## src/rtl/arb_mux_1x8_pkg.sv

```systemverilog
// Shared definitions for the two-requester arbiter.
//   arb_state_t : FSM encoding (IDLE, owner 0, owner 1)
//   ARB_BEAT_W  : width of the per-ownership beat counter
package arb_mux_1x8_pkg;

    localparam int ARB_BEAT_W = 4;

    typedef enum logic [1:0] {
        ARB_IDLE = 2'd0,
        ARB_OWN0 = 2'd1,
        ARB_OWN1 = 2'd2
    } arb_state_t;

endpackage

```

## src/rtl/mux_1x8.sv

```systemverilog
// 2:1 selector on an 8-bit data path.
//   in1 : data chosen when key = 0
//   in2 : data chosen when key = 1
//   key : select
//   out : selected data (combinational)
module mux_1x8 (
    input  logic [7:0] in1,
    input  logic [7:0] in2,
    input  logic       key,
    output logic [7:0] out
);

    genvar gi;
    generate
        for (gi = 0; gi < 8; gi++) begin : g_bit
            assign out[gi] = key ? in2[gi] : in1[gi];
        end
    endgenerate

endmodule

```

## src/rtl/arb_mux_1x8.sv

```systemverilog
// Round-robin arbiter sharing one registered 8-bit output channel between
// two requesters. Ownership is bounded to MAX_BURST beats when the other
// requester is waiting.
//   clk, rst_n          : clock, asynchronous active-low reset
//   req0/data0/ack0     : requester 0 beat, ack is combinational
//   req1/data1/ack1     : requester 1 beat, ack is combinational
//   out_valid/out_ready : output handshake
//   out_data/out_src    : registered beat and the requester that supplied it
//   busy                : FSM owned or output register occupied
module arb_mux_1x8
    import arb_mux_1x8_pkg::*;
#(
    parameter int MAX_BURST = 4
) (
    input  logic       clk,
    input  logic       rst_n,
    input  logic       req0,
    input  logic [7:0] data0,
    output logic       ack0,
    input  logic       req1,
    input  logic [7:0] data1,
    output logic       ack1,
    output logic       out_valid,
    input  logic       out_ready,
    output logic [7:0] out_data,
    output logic       out_src,
    output logic       busy
);

    localparam logic [ARB_BEAT_W-1:0] MAX_BEATS = MAX_BURST[ARB_BEAT_W-1:0];

    arb_state_t            state_reg;
    logic                  last_reg;
    logic [ARB_BEAT_W-1:0] beats_reg;
    logic                  out_valid_reg;
    logic [7:0]            out_data_reg;
    logic                  out_src_reg;

    logic                  own0;
    logic                  own1;
    logic                  owner_req;
    logic                  other_req;
    logic                  slot_free;
    logic                  load;
    logic [ARB_BEAT_W-1:0] beats_next;
    logic                  burst_done;
    logic [7:0]            mux_out;

    assign own0       = (state_reg == ARB_OWN0);
    assign own1       = (state_reg == ARB_OWN1);
    assign owner_req  = own1 ? req1 : req0;
    assign other_req  = own1 ? req0 : req1;
    // The output register can take a new beat when empty or being drained
    // this same edge, which gives one beat per cycle under full throughput.
    assign slot_free  = !out_valid_reg || out_ready;
    assign ack0       = own0 && req0 && slot_free;
    assign ack1       = own1 && req1 && slot_free;
    assign load       = ack0 || ack1;
    assign beats_next = beats_reg + 1'b1;
    assign burst_done = (beats_next == MAX_BEATS);

    mux_1x8 u_mux (
        .in1 (data0),
        .in2 (data1),
        .key (own1),
        .out (mux_out)
    );

    always_ff @(posedge clk or negedge rst_n) begin
        if (!rst_n) begin
            state_reg     <= ARB_IDLE;
            last_reg      <= 1'b1;
            beats_reg     <= '0;
            out_valid_reg <= 1'b0;
            out_data_reg  <= 8'h00;
            out_src_reg   <= 1'b0;
        end else begin
            if (load) begin
                out_data_reg  <= mux_out;
                out_src_reg   <= own1;
                out_valid_reg <= 1'b1;
            end else if (out_valid_reg && out_ready) begin
                out_valid_reg <= 1'b0;
            end

            case (state_reg)
                ARB_IDLE: begin
                    // On a tie the requester that did not own last wins.
                    if (req0 && (!req1 || last_reg)) begin
                        state_reg <= ARB_OWN0;
                        last_reg  <= 1'b0;
                        beats_reg <= '0;
                    end else if (req1) begin
                        state_reg <= ARB_OWN1;
                        last_reg  <= 1'b1;
                        beats_reg <= '0;
                    end
                end
                ARB_OWN0, ARB_OWN1: begin
                    if (!owner_req) begin
                        beats_reg <= '0;
                        if (other_req) begin
                            state_reg <= own0 ? ARB_OWN1 : ARB_OWN0;
                            last_reg  <= own0;
                        end else begin
                            state_reg <= ARB_IDLE;
                        end
                    end else if (load) begin
                        if (burst_done) begin
                            // Burst spent: hand over if the other side waits,
                            // otherwise start a fresh burst for this owner.
                            beats_reg <= '0;
                            if (other_req) begin
                                state_reg <= own0 ? ARB_OWN1 : ARB_OWN0;
                                last_reg  <= own0;
                            end
                        end else begin
                            beats_reg <= beats_next;
                        end
                    end
                end
                default: state_reg <= ARB_IDLE;
            endcase
        end
    end

    assign out_valid = out_valid_reg;
    assign out_data  = out_data_reg;
    assign out_src   = out_src_reg;
    assign busy      = (state_reg != ARB_IDLE) || out_valid_reg;

endmodule
```

## config.mk

```make
export PLATFORM = sky130hd
export DESIGN_NAME = arb_mux_1x8
export DESIGN_NICKNAME = d
export VERILOG_FILES = /design/src/rtl/arb_mux_1x8_pkg.sv /design/src/rtl/mux_1x8.sv /design/src/rtl/arb_mux_1x8.sv
export SDC_FILE = /design/constraint.sdc
export NUM_CORES = 1
export LEC_CHECK = 0
export CORE_MARGIN = 1
export CORE_UTILIZATION = 46
export DETAILED_ROUTE_END_ITERATION = 10
export GPL_TIMING_DRIVEN = 0
export PLACE_DENSITY_LB_ADDON = 0.25
export SYNTH_ARGS = -nofsm -noshare
export SYNTH_HDL_FRONTEND = slang
export SYNTH_HIERARCHICAL = 1
export SYNTH_SLANG_ARGS = --single-unit
```

## constraint.sdc

```tcl
create_clock -name clk -period 2.1 [get_ports clk]
set_input_delay 0.525 -clock clk [delete_from_list [all_inputs] [get_ports clk]]
set_output_delay 0.525 -clock clk [all_outputs]
set_load 0.01 [all_outputs]
```

==> impl_metrics.env, run 1 <==
export IMPL_p_per_area_nw_per_um2=1290
export IMPL_maxCapViolations=0
export IMPL_crit_type="in -> out"
export IMPL_die_w_um=50.8
export IMPL_outcome="complete, no violations"
export IMPL_rsz0062_at_grt="true"
export IMPL_ant_nets=0
export IMPL_holdWs_ns=0.513
export IMPL_synth_cell_types=35
export IMPL_hpwlAfterDp_um=1600
export IMPL_clock_skew_ns=0.00363
export IMPL_multiInputGateArea_um2=664
export IMPL_slew_violations=0
export IMPL_startpoint_type="primary input"
export IMPL_dieArea_um2=2580
export IMPL_switching_share_pct=37.4
export IMPL_clk_latency_ns=0.29
export IMPL_r2r_setup_slack_ns=0.23
export IMPL_p_int_mw=1.24
export IMPL_regArea_um2=427
export IMPL_yosys_warnings=6
export IMPL_antenna_found_initial=0
export IMPL_syn_nets=123
export IMPL_dp_worst_setup_slack_ns=-0.349
export IMPL_clock_path_buffers=2
export IMPL_grt_util_met1_pct=23.5
export IMPL_fin_crit_sh_pct=97.7
export IMPL_largest_reg_flops=8
export IMPL_vias=913
export IMPL_track_usage_pct=21.0
export IMPL_cp_required_ns=1.57
export IMPL_synth_main_ff_cell="dfrtp_1"
export IMPL_fmax_ghz=0.488
export IMPL_peakVddDrop_v=0.000856
export IMPL_gr_max_usage_layer="met2"
export IMPL_cts_buffers=3
export IMPL_layout_drive_gt1_share_pct=31.6
export IMPL_wirelength_um=2310
export IMPL_cts_tree="built"
export IMPL_cts_sinks=17
export IMPL_hold_viol_final=0
export IMPL_fill_cells=175
export IMPL_cts_root_buf="clkbuf_4"
export IMPL_synth_seq_area_share_pct=39.0
export IMPL_max_slew_margin_rel_pct=50.1
export IMPL_grt_pass1_vias=936
export IMPL_arrival_ns=1.53
export IMPL_area_growth_synth_to_final_pct=40.5
export IMPL_design_area_um2=1540
export IMPL_antenna_cells=0
export IMPL_die_height_um=50.8
export IMPL_cp_max_fo=6
export IMPL_grt_overflow=0
export IMPL_viasPerCell=5.57
export IMPL_p_leak_nw=0.660
export IMPL_gr_usage_met3_pct=3.64
export IMPL_final_net_count=163
export IMPL_use_met2_pct=36.4
export IMPL_path_clk_slew_ns=0.10
export IMPL_grt_max_degree=18
export IMPL_core_rowCount=17
export IMPL_syn_avg_cell_area_um2=11.3
export IMPL_port_buffers=31
export IMPL_hp_class="reg -> reg"
export IMPL_initial_utilization_pct=49.0
export IMPL_fin_crit_ns=2.05
export IMPL_syn_inst=97
export IMPL_place_area_um2=1440
export IMPL_combPwrFrac_pct=63.2
export IMPL_endpoint_kind="output port"
export IMPL_grt_first_pass_wirelength_um=3970
export IMPL_htree_levels=1
export IMPL_io_pins=34
export IMPL_seq_power_share_pct=27.8
export IMPL_wl_per_cell_um=14.1
export IMPL_synth_edf_count=0
export IMPL_drc=0
export IMPL_syn_area_um2=1090
export IMPL_first_pass_iters=4
export IMPL_setup_viol=0
export IMPL_synth_seq_cells=17
export IMPL_tightest_slew_ns=0.747
export IMPL_drtIter0Drc=21
export IMPL_cts_hold_buf=0
export IMPL_core_um2=2230
export IMPL_gp_congestion=0.793
export IMPL_async_flop_share_pct=100
export IMPL_clockPowerShare_pct=9.0
export IMPL_switching_power_uw=740
export IMPL_fin_ws_ns=0.0489
## synthesized netlist by cell type (2+ instances only)
cell type / count / area share (%)
nor2b_1: 3 / 1.7
a21oi_1: 4 / 1.8
o21ai_0: 3 / 1.4
nand3_1: 2 / 0.91
ha_1: 5 / 5.7
buf_2: 2 / 0.91
o211ai_1: 2 / 1.4
o2bb2ai_1: 4 / 3.2
mux2_4: 8 / 11
nand2b_1: 2 / 1.1
dfrtp_1: 16 / 37
mux2_1: 3 / 3.1
nor3_1: 2 / 0.91
a21oi_2: 2 / 1.6
nand3b_1: 2 / 1.4
nand2_1: 3 / 1.0
or3b_1: 2 / 1.6
inv_1: 3 / 1.0
mux2_2: 9 / 9.3
nor2_1: 5 / 1.7
## critical path, stage by stage
cell,delay (ns)
clkdlybuf4s50_1,0.44
nor2b_4,0.20
nor2_1,0.08
dlygate4sd2_1,0.28
## power by group through the flow
| stage | clock network, mW | logic, mW | registers [mW] |
|---|---|---|---|
| 4_1_cts | 0.185 | 1.20 | 0.544 |
| 3_5_place_dp | 0 | 1.13 | 0.555 |
| 2_1_floorplan | 0 | 0.699 | 0.591 |
| 5_1_grt | 0.200 | 1.36 | 0.567 |
| 6_report | 0.178 | 1.25 | 0.551 |
| 3_3_place_gp | 0 | 1.11 | 0.546 |
## routing by layer
metal	share of wire (%)	up-vias
met5	0	-
met4	3.5	0
met3	5.9	10
met2	48	40
met1	42	434
li1	-	429
## worst paths after layout
check                                   from            to  cells past startpoint
worst min-delay path             out_data[2]   out_data[2]                      1
worst min register to register   out_data[2]   out_data[2]                      1
worst max-delay path               out_ready          ack0                      4
min in group asynchronous              rst_n       out_src                      1
max in group asynchronous              rst_n   out_data[3]                      1
worst max register to register  state_reg[1]  state_reg[0]                      7
## layout make-up
cell class | instances | share of cell area, %
multi-input cells | 72 | 43.2
flip-flops and latches | 17 | 27.7
repair buffers | 35 | 22.1
well taps | 28 | 2.28
plain buffers | 5 | 2.12
clock buffers | 3 | 1.46
inverters | 3 | 0.732
clock inverters | 1 | 0.325
## layout by cell type, fill, tap and decap left out, types with 3 or more instances in the layout
cell type | netlist | layout
mux2_1 | 3 | 3
dfrtp_1 | 16 | 16
mux2_2 | 9 | 9
clkdlybuf4s50_1 | 0 | 28
nor2_1 | 5 | 5
o2bb2ai_1 | 4 | 4
buf_4 | 1 | 5
clkbuf_4 | 0 | 3
o21ai_0 | 3 | 3
mux2_4 | 8 | 8
a21oi_1 | 4 | 4
## cells by family (layout without fill, tap and decap cells)
| logic type | Yosys count | after routing | synth area share, % |
|---|---|---|---|
| buffers and inverters | 8 | 47 | 4.00 |
| AO/OA/AOI/OAI | 19 | 19 | 12.8 |
| XOR/XNOR | 1 | 1 | 0.800 |
| flip-flops | 17 | 17 | 39.0 |
| adder cells (fa/ha/maj) | 5 | 5 | 5.71 |
| AND/OR/NAND/NOR | 26 | 26 | 13.5 |
| multiplexers | 21 | 21 | 24.2 |
## metrics by stage
stage | power (mW) | TNS (ns) | util, % | instances
finish | 1.98 | 0 | 68.9 | 164
global route | 2.12 | -0.00203 | 68.9 | 164
CTS | 1.93 | -0.00189 | 67.6 | 163
detailed placement | 1.68 | -0.702 | 64.5 | 156
global placement | 1.66 | -0.683 | 64.5 | 156
floorplan | 1.29 | 0 | - | 97
## timing repair
| action | 4_1_cts | 5_1_grt |
|---|---|---|
| pin swaps | 1 | 0 |
| resized for setup | 7 | 7 |
| setup buffers | 3 | 1 |
| setup endpoints to repair | 3 | 3 |
No activity file was read; power rests on OpenSTA's default activity.
==> run 2, diff against run 1 <==
--- a/config.mk
+++ b/config.mk
@@ -10,6 +10,7 @@
 export DETAILED_ROUTE_END_ITERATION = 10
 export GPL_TIMING_DRIVEN = 0
 export PLACE_DENSITY_LB_ADDON = 0.25
+export SETUP_SLACK_MARGIN = 0.02
 export SYNTH_ARGS = -nofsm -noshare
 export SYNTH_HDL_FRONTEND = slang
 export SYNTH_HIERARCHICAL = 1
==> run 2 against run 1 <==
  * Flip-flop and latch count unchanged
  * Die area unchanged
  * Core utilization increased by 0.11 points
  * Setup slack improved by 0.037 ns
  * Register-to-register slack improved by 0.04 ns
  * Non-clock buffer count decreased by 2
  * Total power increased by 1.3%
  * Critical path depth increased by 1
  * Critical endpoint unchanged
  * Largest power group unchanged
==> impl_metrics.env, run 2 (same netlist as run 1, synthesis figures left out) <==
export IMPL_outcome="complete, no violations"
export IMPL_max_slew_margin_rel_pct=49.8
export IMPL_instances_no_fill=162
export IMPL_worstHoldEndpoint="out_data[2]"
export IMPL_largest_reg_flops=8
export IMPL_grt_first_pass_wirelength_um=4040
export IMPL_peakVddDrop_v=0.000864
export IMPL_cp_max_fo=4
export IMPL_startpoint="state_reg[0]"
export IMPL_area_growth_synth_to_final_pct=40.7
export IMPL_hpwlAfterDp_um=1600
export IMPL_min_from="out_data[2]"
export IMPL_grt_overflow=0
export IMPL_slew_violations=0
export IMPL_clock_path_buffers=2
export IMPL_p_per_area_nw_per_um2=1300
export IMPL_core_um2=2230
export IMPL_clk_latency_ns=0.29
export IMPL_place_area_um2=1440
export IMPL_rsz0062_at_grt="false"
export IMPL_cts_sinks=17
export IMPL_maxCapViolations=0
export IMPL_track_usage_pct=21.3
export IMPL_layout_drive_gt1_share_pct=31.3
export IMPL_hold_viol_final=0
export IMPL_wl_met2_um=1120
export IMPL_ant_nets=0
export IMPL_design_area_um2=1540
export IMPL_fmax_ghz=0.496
export IMPL_wirelength_um=2310
export IMPL_gp_congestion=0.793
export IMPL_wl_met1_um=978
export IMPL_dieArea_um2=2580
export IMPL_htree_levels=1
export IMPL_layout_common_cells="clkdlybuf4s50_1 (27), dfrtp_1 (16), mux2_2 (9)"
export IMPL_arrival_ns=1.49
export IMPL_vias=886
export IMPL_fin_ws_ns=0.0857
export IMPL_cp_required_ns=1.57
export IMPL_antenna_found_initial=0
export IMPL_setup_viol=0
export IMPL_hold_depth=1
export IMPL_final_setup_tns_ns=0
export IMPL_fin_crit_sh_pct=95.9
export IMPL_die_height_um=50.8
export IMPL_cp_slowest_cell="dfrtp_1"
export IMPL_io_pins=34
export IMPL_startpoint_type="flop"
export IMPL_grt_pass1_vias=948
export IMPL_cts_hold_buf=0
export IMPL_cts_tree="built"
export IMPL_p_leak_nw=0.661
export IMPL_cp_top_family="buffers and inverters"
export IMPL_grt_max_degree=18
export IMPL_first_pass_iters=4
export IMPL_die_w_um=50.8
export IMPL_rr_endpoint="state_reg[0]"
export IMPL_viasPerCell=5.47
export IMPL_path_cells="buf_4 -> ha_4 -> nand2_2 -> nor2_1 -> dlygate4sd2_1"
export IMPL_cts_root_buf="clkbuf_4"
export IMPL_r2r_setup_slack_ns=0.27
export IMPL_crit_type="reg -> out"
export IMPL_core_rowCount=17
export IMPL_fin_crit_ns=2.01
export IMPL_max_stage_delay_ns=0.42
export IMPL_drtIter0Drc=10
export IMPL_cp_depth=5
export IMPL_layout_commonest_cell="clkdlybuf4s50_1"
export IMPL_placed_cells=156
export IMPL_port_buffers=31
export IMPL_clock_skew_ns=0.00157
export IMPL_final_net_count=161
export IMPL_tightest_slew_ns=0.750
export IMPL_antenna_cells=0
export IMPL_top_layer_used="met4"
export IMPL_initial_utilization_pct=49.0
export IMPL_final_core_util_pct=69.0
export IMPL_wl_per_cell_um=14.3
export IMPL_cts_buffers=3
export IMPL_path_clk_slew_ns=0.10
export IMPL_rr_worst_depth=6
export IMPL_hp_class="reg -> reg"
export IMPL_reg2reg_from="state_reg[0]"
export IMPL_dr_wl_met3_um=128
export IMPL_endpoint_kind="output port"
export IMPL_dp_worst_setup_slack_ns=-0.349
export IMPL_drc=0
export IMPL_critPathBufInv=2
-- run 2: changes by cell type in the layout (fill, tap and decap cells not counted) --
| cell | previous run | this run |
|---|---|---|
| ha_4 | 2 | 3 |
| buf_4 | 5 | 4 |
| dlygate4sd2_1 | 2 | 1 |
| ha_2 | 1 | 0 |
| dlymetal6s2s_1 | 1 | 2 |
| clkdlybuf4s50_1 | 28 | 27 |
| clkbuf_1 | 1 | 0 |
| clkdlybuf4s15_1 | 0 | 1 |
-- run 2: where the power goes --
part	switching (mW)	internal (mW)	leakage [nW]	total (mW)
logic	0.553	0.721	0.434	1.27
registers	0.0818	0.469	0.209	0.551
clock network	0.108	0.0709	0.0177	0.179
-- run 2: worst register-to-register path: cells and delay by family, from the launching register on --
kind | cells | cell delay, ns
adders and majority gates | 1 | 0.20
DFF | 1 | 0.42
buffers and inverters | 1 | 0.12
muxes | 2 | 0.70
AOI/OAI and AO/OA | 2 | 0.28
-- run 2: worst max-delay path by stage --
stage / to / slack, ns
floorplan: state_reg[0] / 0.31
global placement: ack1 / -0.35
detailed placement: ack1 / -0.35
CTS: ack1 / 0.006
global route: ack1 / 0.03
finish: ack0 / 0.09
-- run 2: layout make-up --
class,instances,area (µm²)
clock inverter,1,5.00
timing repair buffer,34,337
fill,170,693
clock buffer,3,22.5
sequential,17,427
inverter,3,11.3
tap,28,35.0
multi-input combinational,72,674
buffer,4,28.8
-- run 2: timing repair --
item	in CTS	in global routing
buffers inserted	3	0
endpoints found under the hold margin	0	0
endpoints found under the setup margin	3	4
pin swaps	1	0
resized for setup	9	8
-- run 2: stage by stage --
stage	hold WS, ns	power [mW]
after floorplan	0.229	1.29
after global placement	0.483	1.66
after detailed placement	0.495	1.68
after CTS	0.519	1.96
after global routing	0.527	2.15
final	0.513	2.00
-- run 2: routing by layer --
metal	GRT usage, %	vias up
met2	36.4	36
met3	3.94	10
met4	13.9	0
met1	23.9	416
li1	-	424
met5	0	-
